`config.mk`:
```
export PLATFORM = sky130hd
export DESIGN_NAME = change_dispenser_flat
export DESIGN_NICKNAME = d
export VERILOG_FILES = /design/src/rtl/change_dispenser_if.sv /design/src/rtl/change_dispenser.sv /design/src/flat_wrapper.sv
export SDC_FILE = /design/constraint.sdc
export NUM_CORES = 1
export LEC_CHECK = 0
export ABC_AREA = 1
export CAP_MARGIN = 20
export CORE_MARGIN = 4
export CORE_UTILIZATION = 58
export CTS_CLUSTER_SIZE = 30
export DETAILED_ROUTE_END_ITERATION = 16
export PLACE_DENSITY = 0.85
export SLEW_MARGIN = 10
export SYNTH_ARGS = -nofsm -noshare
export SYNTH_HDL_FRONTEND = slang
export SYNTH_SLANG_ARGS = --single-unit
```
`constraint.sdc`:
```
create_clock -name clock -period 4.6 [get_ports clock]
set_input_delay 0.92 -clock clock [delete_from_list [all_inputs] [get_ports clock]]
set_output_delay 0.92 -clock clock [all_outputs]
set_load 0.1 [all_outputs]
```
`src/rtl/change_dispenser_if.sv`:
```
// Change dispenser bus: transaction request, coin handshake and status.
// master: the vending controller / coin mechanism side (drives req, paid,
//         price, reject, coin_ack).
// slave:  the dispenser (drives busy, coin_valid, coin_value, done,
//         refunded, coin_count).
interface change_dispenser_if;
  localparam int unsigned W = 5;

  logic         req;
  logic [W-1:0] paid;
  logic [W-1:0] price;
  logic         reject;
  logic         busy;
  logic         coin_valid;
  logic [W-1:0] coin_value;
  logic         coin_ack;
  logic         done;
  logic         refunded;
  logic [W-1:0] coin_count;

  modport master (
    output req, paid, price, reject, coin_ack,
    input  busy, coin_valid, coin_value, done, refunded, coin_count
  );

  modport slave (
    input  req, paid, price, reject, coin_ack,
    output busy, coin_valid, coin_value, done, refunded, coin_count
  );
endinterface

```
`src/rtl/change_dispenser.sv`:
```
// Change dispenser: accepts a paid/price/reject transaction, computes the
// change (or the full refund) and hands it out greedily, one coin per
// valid/ack handshake, largest denomination first.
// Ports:
//   clock  - system clock, rising edge
//   reset  - asynchronous, active-high
//   io     - change_dispenser_if.slave (req/paid/price/reject in,
//            coin_valid/coin_value out with coin_ack in, busy/done/
//            refunded/coin_count status out)
module change_dispenser #(
  parameter int unsigned DENOM_HI  = 10,
  parameter int unsigned DENOM_MID = 5,
  parameter int unsigned DENOM_LO  = 1
) (
  input  logic                clock,
  input  logic                reset,
  change_dispenser_if.slave   io
);
  localparam int unsigned W = 5;

  typedef enum logic [1:0] {IDLE, CALC, DISPENSE, DONE} state_t;

  state_t       state;
  state_t       next_state;

  logic [W-1:0] paid_q;
  logic [W-1:0] price_q;
  logic         reject_q;
  logic [W-1:0] remaining;
  logic [W-1:0] remaining_d;
  logic         refunded_q;
  logic         refunded_d;
  logic [W-1:0] count_q;
  logic [W-1:0] count_d;

  logic         busy_q;
  logic         busy_d;
  logic         valid_q;
  logic         valid_d;
  logic [W-1:0] value_q;
  logic [W-1:0] value_d;
  logic         done_q;
  logic         done_d;

  logic         accept;
  logic         take;
  logic         refund;
  logic [W-1:0] change;

  // Largest denomination not exceeding the amount still owed.
  function automatic logic [W-1:0] pick_coin(input logic [W-1:0] amt);
    if (amt >= W'(DENOM_HI))  return W'(DENOM_HI);
    if (amt >= W'(DENOM_MID)) return W'(DENOM_MID);
    if (amt >= W'(DENOM_LO))  return W'(DENOM_LO);
    return '0;
  endfunction

  assign accept = (state == IDLE) && io.req;
  // valid_q is high exactly in DISPENSE, so the state stands in for it.
  assign take   = (state == DISPENSE) && io.coin_ack;
  // Underpayment refunds rather than subtracting, so no wrap is possible.
  assign refund = reject_q || (paid_q < price_q);
  assign change = refund ? paid_q : paid_q - price_q;

  // State register.
  always_ff @(posedge clock or posedge reset) begin
    if (reset) state <= IDLE;
    else       state <= next_state;
  end

  // Next-state logic.
  always_comb begin
    next_state = state;
    case (state)
      IDLE:     if (io.req) next_state = CALC;
      CALC:     next_state = (change == '0) ? DONE : DISPENSE;
      DISPENSE: if (take && (remaining == value_q)) next_state = DONE;
      DONE:     next_state = IDLE;
      default:  next_state = IDLE;
    endcase
  end

  // Datapath and output next values; outputs follow next_state so they
  // are registered yet aligned with the state they describe.
  always_comb begin
    remaining_d = remaining;
    count_d     = count_q;
    refunded_d  = refunded_q;
    case (state)
      IDLE:     if (io.req) count_d = '0;
      CALC: begin
        remaining_d = change;
        refunded_d  = refund;
      end
      DISPENSE: if (take) begin
        remaining_d = remaining - value_q;
        count_d     = count_q + W'(1);
      end
      default: ;
    endcase
    busy_d  = (next_state != IDLE);
    valid_d = (next_state == DISPENSE);
    value_d = valid_d ? pick_coin(remaining_d) : '0;
    done_d  = (next_state == DONE);
  end

  // Captured request, datapath and output registers.
  always_ff @(posedge clock or posedge reset) begin
    if (reset) begin
      paid_q     <= '0;
      price_q    <= '0;
      reject_q   <= 1'b0;
      remaining  <= '0;
      refunded_q <= 1'b0;
      count_q    <= '0;
      busy_q     <= 1'b0;
      valid_q    <= 1'b0;
      value_q    <= '0;
      done_q     <= 1'b0;
    end else begin
      if (accept) begin
        paid_q   <= io.paid;
        price_q  <= io.price;
        reject_q <= io.reject;
      end
      remaining  <= remaining_d;
      refunded_q <= refunded_d;
      count_q    <= count_d;
      busy_q     <= busy_d;
      valid_q    <= valid_d;
      value_q    <= value_d;
      done_q     <= done_d;
    end
  end

  assign io.busy       = busy_q;
  assign io.coin_valid = valid_q;
  assign io.coin_value = value_q;
  assign io.done       = done_q;
  assign io.refunded   = refunded_q;
  assign io.coin_count = count_q;
endmodule

```
`src/flat_wrapper.sv`:
```
// flat-port wrapper written by rule: the top's interface ports become plain ports
module change_dispenser_flat 
#(
  parameter int unsigned DENOM_HI  = 10,
  parameter int unsigned DENOM_MID = 5,
  parameter int unsigned DENOM_LO  = 1
)
  (clock, reset, io_req, io_paid, io_price, io_reject, io_coin_ack, io_busy, io_coin_valid, io_coin_value, io_done, io_refunded, io_coin_count);
  change_dispenser_if io_i ();
  input  logic clock;
  input  logic reset;
  input wire logic [$bits(io_i.req)-1:0] io_req;
  input wire logic [$bits(io_i.paid)-1:0] io_paid;
  input wire logic [$bits(io_i.price)-1:0] io_price;
  input wire logic [$bits(io_i.reject)-1:0] io_reject;
  input wire logic [$bits(io_i.coin_ack)-1:0] io_coin_ack;
  output wire logic [$bits(io_i.busy)-1:0] io_busy;
  output wire logic [$bits(io_i.coin_valid)-1:0] io_coin_valid;
  output wire logic [$bits(io_i.coin_value)-1:0] io_coin_value;
  output wire logic [$bits(io_i.done)-1:0] io_done;
  output wire logic [$bits(io_i.refunded)-1:0] io_refunded;
  output wire logic [$bits(io_i.coin_count)-1:0] io_coin_count;
  assign io_i.req = io_req;
  assign io_i.paid = io_paid;
  assign io_i.price = io_price;
  assign io_i.reject = io_reject;
  assign io_i.coin_ack = io_coin_ack;
  assign io_busy = io_i.busy;
  assign io_coin_valid = io_i.coin_valid;
  assign io_coin_value = io_i.coin_value;
  assign io_done = io_i.done;
  assign io_refunded = io_i.refunded;
  assign io_coin_count = io_i.coin_count;
  change_dispenser #(.DENOM_HI(DENOM_HI), .DENOM_MID(DENOM_MID), .DENOM_LO(DENOM_LO)) u_core (.clock(clock), .reset(reset), .io(io_i));
endmodule
```
After elaboration in Yosys (flattened, before gate mapping):

Cells that the tools add are included.

* add/subtract/negate cells: 3
* $lt $le $gt $ge: 4
* eq/ne operators: 8
* muxes and demuxes: 23
* reduce and logical (&&, ||, !) cells: 9

Operator list (count)
* 2-to-1 mux 5 bit: 11
* one-hot mux 5 bit (2 select lines): 2
* subtractor 5 bit: 2
* == test 2 bit, second input constant: 4
* one-hot mux 2 bit (4 select lines): 1
* 2-to-1 mux 1 bit: 7
* adder 5 x 1 -> 5 bit, second input constant: 1
* == test 5 bit: 1
* greater-or-equal comparator 5 x 1 -> 1 bit, second input constant: 1
* greater-or-equal comparator 5 x 3 -> 1 bit, second input constant: 1
* greater-or-equal comparator 5 x 4 -> 1 bit, second input constant: 1
* zero test 5 bit: 1
* < comparator 5 bit: 1
* 2-to-1 mux 2 bit: 2
* nonzero test 2 bit: 2
* logical AND 1 bit: 3
* AND reduction 3 bit: 1
* == test 2 x 1 -> 1 bit, second input constant: 1
* zero test 2 bit: 1
* != test 2 x 1 -> 1 bit, second input constant: 1
* != test 2 bit, second input constant: 1
* logical OR 1 bit: 1

* flip-flop bits (word level): 32
* input port bits: 15
* output and inout port bits: 14
* word-level logic and storage cells: 58

Logic depth before layout (Yosys ltp):

Gate-level depths: netlist of the first run.

* depth after elaboration: 13
* gate-level depth with buffers: 17
* depth with buffers taken out: 17

Worst setup path before layout of the first run:

No wires, ideal clock.

* kind: reg2reg
* start: reg u_core.value_q[1] (netlist: u_core.io.coin_value[1])
* end: reg u_core.value_q[0] (netlist: u_core.io.coin_value[0])
* data arrival time: 2.532 ns
* data required time: 4.478 ns
* setup slack: 1.946 ns
* stages on the path, launching flop included: 12
* clock period less this slack: 2.654 ns
* cell sequence: dfrtp_1 > inv_1 > fa_1 > or2_2 > nand3_1 > o21ai_0 > a21oi_1 > nand2_1 > nand2_1 > inv_1 > nor3_1 > nor2_1

* longest elaborated chain between the ends: 11
* elaborated cells on any way between the ends: 23
* those cells by class: 1 x add/sub; 3 x order compare; 2 x eq/ne; 16 x mux; 1 x reduce/logical

Ends and longest elaborated chain
* start: declaration: RTL line change_dispenser.sv:40 `logic [W-1:0] value_q;`
* start signal: assignment: RTL line change_dispenser.sv:131 `value_q <= value_d;`
* subtractor 5 bit (*): RTL line change_dispenser.sv:96 `remaining_d = remaining - value_q;`
* 2-to-1 mux 5 bit (*): RTL line change_dispenser.sv:95 `DISPENSE: if (take) begin`
* one-hot mux 5 bit (2 select lines) (*): RTL line change_dispenser.sv:89 `case (state)`
* via u_core.remaining_d[2]: RTL line change_dispenser.sv:30 `logic [W-1:0] remaining_d;`
* greater-or-equal comparator 5 x 1 -> 1 bit: RTL line change_dispenser.sv:54 `if (amt >= W'(DENOM_LO)) return W'(DENOM_LO);`
* 2-to-1 mux 1 bit (2 in a row): RTL line change_dispenser.sv:54
* 2-to-1 mux 1 bit: RTL line change_dispenser.sv:53 `if (amt >= W'(DENOM_MID)) return W'(DENOM_MID);`
* 2-to-1 mux 5 bit: RTL line change_dispenser.sv:55 `return '0;`
* 2-to-1 mux 5 bit: RTL line change_dispenser.sv:54
* 2-to-1 mux 5 bit (*): RTL line change_dispenser.sv:53
* 2-to-1 mux 5 bit (*): RTL line change_dispenser.sv:103 `value_d = valid_d ? pick_coin(remaining_d) : '0;`
* via u_core.value_d[0]: RTL line change_dispenser.sv:41 `logic [W-1:0] value_d;`

Mark *: on every way through the listed nets, which the timed path passes. The rest lies on a longest branch. The select of a mux whose other input is x is not followed.
A chain may end at the register's enable or synchronous reset.

Worst setup path in the final report of the first run:

* start: reg u_core.count_q[0] (netlist: u_core.io.coin_count[0])
* end: out io_coin_count[0]

RTL lines
* start: declaration: RTL line change_dispenser.sv:33 `logic [W-1:0] count_q;`
* start signal: assignment: RTL line change_dispenser.sv:128 `count_q <= count_d;`
* end: declaration: RTL line flat_wrapper.sv:22 `output wire logic [$bits(io_i.coin_count)-1:0] io_coin_count;`

No word-level cell between the ends.

==> flow_metrics.py, run 1 <==
metrics = {
    "floorplanning": {
        "rows": 20,
        "ioPinCount": 29,
        "die_w_microns": 64.9,
        "die_area_sq_mm": 0.00421,
        "die_h_microns": 64.9,
        "initial_core_util": 0.611,
        "core-area_sq_mm": 0.00308,
    },
    "drt": {
        "routed_wl_mm": 3.73,
        "antenna_left": 0,
        "first_pass_iters": 4,
        "post-route-drc-count": 0,
        "avgRoutedWirePerCell_microns": 11.5,
        "drt_first_iter_violations": 101,
        "viasPerCell": 5.07,
        "vias": 1639,
    },
    "clock_tree": {
        "ctsHoldBuffers": 0,
        "cts.sinks": 30,
        "cts_root_buf": "clkbuf_4",
        "clkTransAtPathRegs_ns": 0.11,
        "clkLatencyLatePin_ns": 0.34,
        "postCtsSetupRepairBufs": 0,
        "cts.repair.resized": 0,
        "cts_tree": "done",
        "numCtsBuffers": 5,
        "cts_buffer_depth": 2,
        "h-tree-depth": 2,
    },
    "worst_setup_path": {
        "startpoint_type": "flip-flop",
        "worst_ep_required_time_ns": 3.68,
        "slowest_stage": "clkdlybuf4s50_1",
        "cp-end-kind": "primary output",
        "critical-path-max-stage-delay_ns": 1.16,
        "cp_top_family": "buffers and inverters",
        "arrival_ns": 1.92,
        "worst-setup-path-type": "flip-flop to primary output",
        "crit_buf_inv": 1,
        "cp_max_fo": 5,
        "crit_chain": "clkdlybuf4s50_1",
    },
    "synth": {
        "ys_seq_area_frac": 0.399,
        "yosysTopAreaCell": "dfrtp_1",
        "synth_nets": 279,
        "synth_cell_types": 27,
        "synth_common_cells": "57 x nand2_1, 44 x inv_1, 30 x dfrtp_1, 24 x nand3_1, 23 x nor2_1",
        "synth.avg_cell_area_sq_um": 7.55,
        "synthTopCellsByArea": "dfrtp_1 40%, nand2_1 11%, inv_1 8.8%",
        "ys_warn_count": 0,
        "async_flop_share": 1.00,
        "synth.top_cell.area_share": 0.399,
        "synth.most_common_cell": "nand2_1",
        "synth-edff-count": 0,
        "synth_ff_type": "dfrtp_1",
        "syn-cell-area_sq_mm": 0.00188,
        "postSynthRegisterBits": 30,
        "synthCells": 249,
    },
    "placement": {
        "numPortBuffers": 27,
        "globalplace.congestion": 0.888,
        "placed_cells": 315,
        "place_hpwl_mm": 2.91,
    },
    "outcome": {
        "status": "finished, final reports clean",
    },
    "global_routing": {
        "grt_pass1_vias": 1484,
        "grtUsageTotal": 0.200,
        "antenna_found_initial": 0,
        "grt_overflow_total": 0,
        "grt_max_degree": 23,
        "grt_pass1_wl_mm": 6.42,
    },
    "sta": {
        "rsz0062_at_grt": "false",
        "setup_viol": 0,
        "period_minus_slack_ns": 2.84,
        "skew_ns": 0.0144,
        "slew_headroom": 0.350,
        "hold_violations": 0,
        "fmax_ghz": 0.352,
        "worst_pin_slew_ns": 0.971,
        "drv_slew": 0,
        "fin_tns_setup_ns": 0,
        "fin_crit_sh": 0.618,
    },
    "job": {
        "drv_cap": 0,
    },
    "layout": {
        "antenna_cells": 0,
        "multi_input_area_sq_um": 918,
        "num-fill-cells": 247,
        "seqCellArea_sq_um": 751,
        "instances_no_fill": 323,
        "area.growth.synth_to_final_pct": 20.0,
        "layout-drive-gt1-share": 0.0609,
        "nNetsFinal": 308,
    },
    "min_path": {
        "hp-class": "flip-flop to flip-flop",
    },
}
-- cell type report --
type / count / area share
clock buffers: 7 / 0.0244
clock inverters: 1 / 0.00222
inverters: 46 / 0.0766
multi-input cells: 167 / 0.407
flip-flops and latches: 30 / 0.333
well taps: 44 / 0.0244
repair buffers: 28 / 0.132
-- state kept, by name, indices dropped and copies added, names as in the netlist, 2 cells and up --
register / cells
u_core.io.coin_count: 5
u_core.remaining: 5
u_core.paid_q: 5
u_core.state: 2
u_core.io.coin_value: 3
u_core.price_q: 5
-- metal layers --
layer	global-route usage	wire (microns)
met5	0	0
met4	0.0897	61
met3	0.0329	220
met2	0.327	1750
met1	0.258	1700
-- cell families (layout without fill, tap and decap cells) --
family / after synthesis / after routing / share of synthesized area
fa+ha+maj: 15 / 15 / 0.108
simple gates: 119 / 119 / 0.284
buf+inv: 52 / 82 / 0.112
xor+xnor: 2 / 2 / 0.00932
mux: 1 / 1 / 0.00599
compound gates: 29 / 29 / 0.0799
flops: 30 / 30 / 0.399
other cells: 1 / 1 / 0.00200
-- stage by stage --
step / hold slack, ns / setup WS (ns) / utilization / cell area [sq um]
4_1_cts: 0.510 / 1.75 / 0.733 / 2250
2_1_floorplan: 0.485 / 1.95 / - / 1880
5_1_grt: 0.555 / 1.71 / 0.733 / 2250
3_3_place_gp: 0.484 / 1.71 / 0.704 / 2170
3_5_place_dp: 0.498 / 1.57 / 0.713 / 2190
6_report: 0.509 / 1.76 / 0.733 / 2250
-- path summary, 6_finish.rpt --
check                                        start                 endpoint  slack (ns)  cells after the start
setup / recovery           u_core.io.coin_count[0]         io_coin_count[0]        1.76                      1
hold / removal             u_core.io.coin_count[3]  u_core.io.coin_count[3]        0.51                      1
max in group asynchronous                    reset  u_core.io.coin_count[3]        3.14                      3
setup reg to reg                   u_core.state[0]  u_core.io.coin_count[4]        2.22                     11
min in group asynchronous                    reset      u_core.remaining[0]        0.94                      2
hold reg to reg            u_core.io.coin_count[3]  u_core.io.coin_count[3]        0.51                      1
-- layout by cell type (no fill, tap or decap), types with 2 or more instances in the layout --
cell             count
a21oi_1             19
a31oi_1              2
clkbuf_4             5
clkdlybuf4s50_1     27
clkinv_1             2
dfrtp_1             30
fa_1                 2
ha_1                13
inv_1               44
nand2_1             57
nand2_2              3
nand3_1             24
nand4_1              3
nor2_1              23
nor3_1               2
o21ai_0              7
or2_2                2
xor2_1               2
Power of run 1 is left out: the tool's default activity adds up to more than one toggle a clock period on the data nets, which glitch-free logic cannot reach.
==> run 2: changes to the inputs <==
--- a/config.mk
+++ b/config.mk
@@ -8,10 +8,10 @@
 export ABC_AREA = 1
 export CAP_MARGIN = 20
 export CORE_MARGIN = 4
-export CORE_UTILIZATION = 58
+export CORE_UTILIZATION = 48
 export CTS_CLUSTER_SIZE = 30
 export DETAILED_ROUTE_END_ITERATION = 16
-export PLACE_DENSITY = 0.85
+export PLACE_DENSITY = 0.75
 export SLEW_MARGIN = 10
 export SYNTH_ARGS = -nofsm -noshare
 export SYNTH_HDL_FRONTEND = slang
==> constraint.sdc (replaced) <==
create_clock -name clock -period 2.6 [get_ports clock]
set_input_delay 0.52 -clock clock [delete_from_list [all_inputs] [get_ports clock]]
set_output_delay 0.52 -clock clock [all_outputs]
set_load 0.1 [all_outputs]
==> flow_metrics.py, run 2 (synthesis gave the netlist of run 1 again) <==
metrics = {
    "clock_tree": {
        "cts.repair.resized": 0,
        "cts_root_buf": "clkbuf_8",
        "postCtsSetupRepairBufs": 0,
        "h-tree-depth": 2,
        "clkTransAtPathRegs_ns": 0.07,
        "numCtsBuffers": 5,
        "cts_tree": "done",
        "cts.sinks": 30,
        "clkLatencyLatePin_ns": 0.29,
        "ctsHoldBuffers": 0,
        "cts_buffer_depth": 2,
    },
    "job": {
        "drv_cap": 0,
    },
    "drt": {
        "viasPerCell": 4.89,
        "routed_wl_mm": 3.68,
        "avgRoutedWirePerCell_microns": 11.2,
        "vias": 1610,
        "drt_first_iter_violations": 87,
        "antenna_left": 0,
        "first_pass_iters": 4,
        "post-route-drc-count": 0,
    },
    "floorplanning": {
        "rows": 22,
        "ioPinCount": 29,
        "die_area_sq_mm": 0.00498,
        "initial_core_util": 0.506,
        "die_w_microns": 70.6,
        "core-area_sq_mm": 0.00372,
        "die_h_microns": 70.6,
    },
    "placement": {
        "dpl_cell_area_sq_mm": 0.00216,
        "numPortBuffers": 27,
        "place_hpwl_mm": 2.76,
        "place_ws_ns": 0.416,
        "globalplace.congestion": 0.827,
    },
    "layout": {
        "layout-drive-gt1-share": 0.125,
        "final_common_cell": "nand2_1",
        "num-fill-cells": 355,
        "final_area_sq_mm": 0.00227,
        "nNetsFinal": 310,
        "antenna_cells": 0,
        "finalCoreUtilization": 0.612,
        "final_cell_mix": "57 x nand2_1, 44 x inv_1, 28 x dfrtp_1",
        "area.growth.synth_to_final_pct": 21.0,
    },
    "worst_setup_path": {
        "cp-end-kind": "flip-flop",
        "cp_max_fo": 3,
        "cp_common_cell": "nand2_1",
        "rrSetupSlack_ns": 0.46,
        "worst-setup-path-type": "flip-flop to flip-flop",
        "critical-path-max-stage-delay_ns": 0.40,
        "arrival_ns": 2.31,
        "slowest_stage": "fa_1",
        "worst_ep_required_time_ns": 2.77,
        "startpoint_type": "flip-flop",
        "crit_buf_inv": 2,
        "cp_top_family": "simple AND/OR/NAND/NOR gates",
        "crit_chain": "inv_1 -> ha_1 -> inv_1 -> fa_1 -> nand3_1 -> nand3_1 -> nand2_1 -> nand2_1 -> nand3_1 -> nand3_1 -> nand2_1 -> nand2_1 -> nand2_1 -> nand2_1 -> nand3_2 -> nor2_1",
    },
    "global_routing": {
        "grt_max_degree": 31,
        "grt_overflow_total": 0,
        "antenna_found_initial": 0,
        "grtUsageTotal": 0.168,
        "grt_pass1_wl_mm": 6.61,
        "grt_pass1_vias": 1478,
    },
    "min_path": {
        "hp-class": "flip-flop to flip-flop",
    },
    "sta": {
        "worst_slack_ns": 0.458,
        "fin_tns_setup_ns": 0,
        "rsz0062_at_grt": "false",
        "skew_ns": 0.00763,
        "fmax_ghz": 0.467,
        "setup_viol": 0,
        "period_minus_slack_ns": 2.14,
        "fin_crit_sh": 0.824,
        "drv_slew": 0,
        "hold_violations": 0,
    },
    "outcome": {
        "status": "finished, final reports clean",
    },
}
-- run 2: changes by cell type in the layout (fill, tap and decap cells not counted), sizes merged --
cell,previous run,this run
clkdlybuf4s50,27,14
buf,1,16
clkbuf,7,8
clkinv,3,2
-- run 2: metal layers --
metal,vias to the layer above,track usage,part of all wire
met4,0,0.0814,0.025
met1,720,0.231,0.49
met5,-,0,0
met2,36,0.243,0.43
li1,845,-,-
met3,9,0.0511,0.058
-- run 2: layout make-up --
cell class / instances / area [sq um] / share of cell area
flip-flops and latches: 30 / 753 / 0.331
clock buffers: 8 / 110 / 0.0484
multi-input cells: 167 / 918 / 0.404
repair buffers: 30 / 260 / 0.114
inverters: 46 / 173 / 0.0759
well taps: 48 / 60.1 / 0.0264
-- run 2: metrics by stage --
step                      cells  hold WS [ns]
after detailed placement    321         0.500
final                       329         0.508
after CTS                   329         0.509
after floorplan             249         0.485
after global placement      321         0.481
after global routing        329         0.532
-- run 2: worst paths after layout --
path                            cells after the start                     from                       to
worst max-delay path                               16         u_core.paid_q[0]  u_core.io.coin_value[0]
worst min-delay path                                1  u_core.io.coin_count[3]  u_core.io.coin_count[3]
worst max register to register                     16         u_core.paid_q[0]  u_core.io.coin_value[0]
worst min register to register                      1  u_core.io.coin_count[3]  u_core.io.coin_count[3]
max in group asynchronous                           3                    reset  u_core.io.coin_value[0]
min in group asynchronous                           3                    reset      u_core.remaining[0]
-- run 2: worst reg2reg max path: cells and delay by family (launching register included) --
family / cells / cell delay (ns)
flip-flops: 1 / 0.36
buffers and inverters: 2 / 0.17
adder cells (fa/ha/maj): 2 / 0.56
AND/OR/NAND/NOR: 12 / 0.93
Power of run 2 is left out for the same reason.
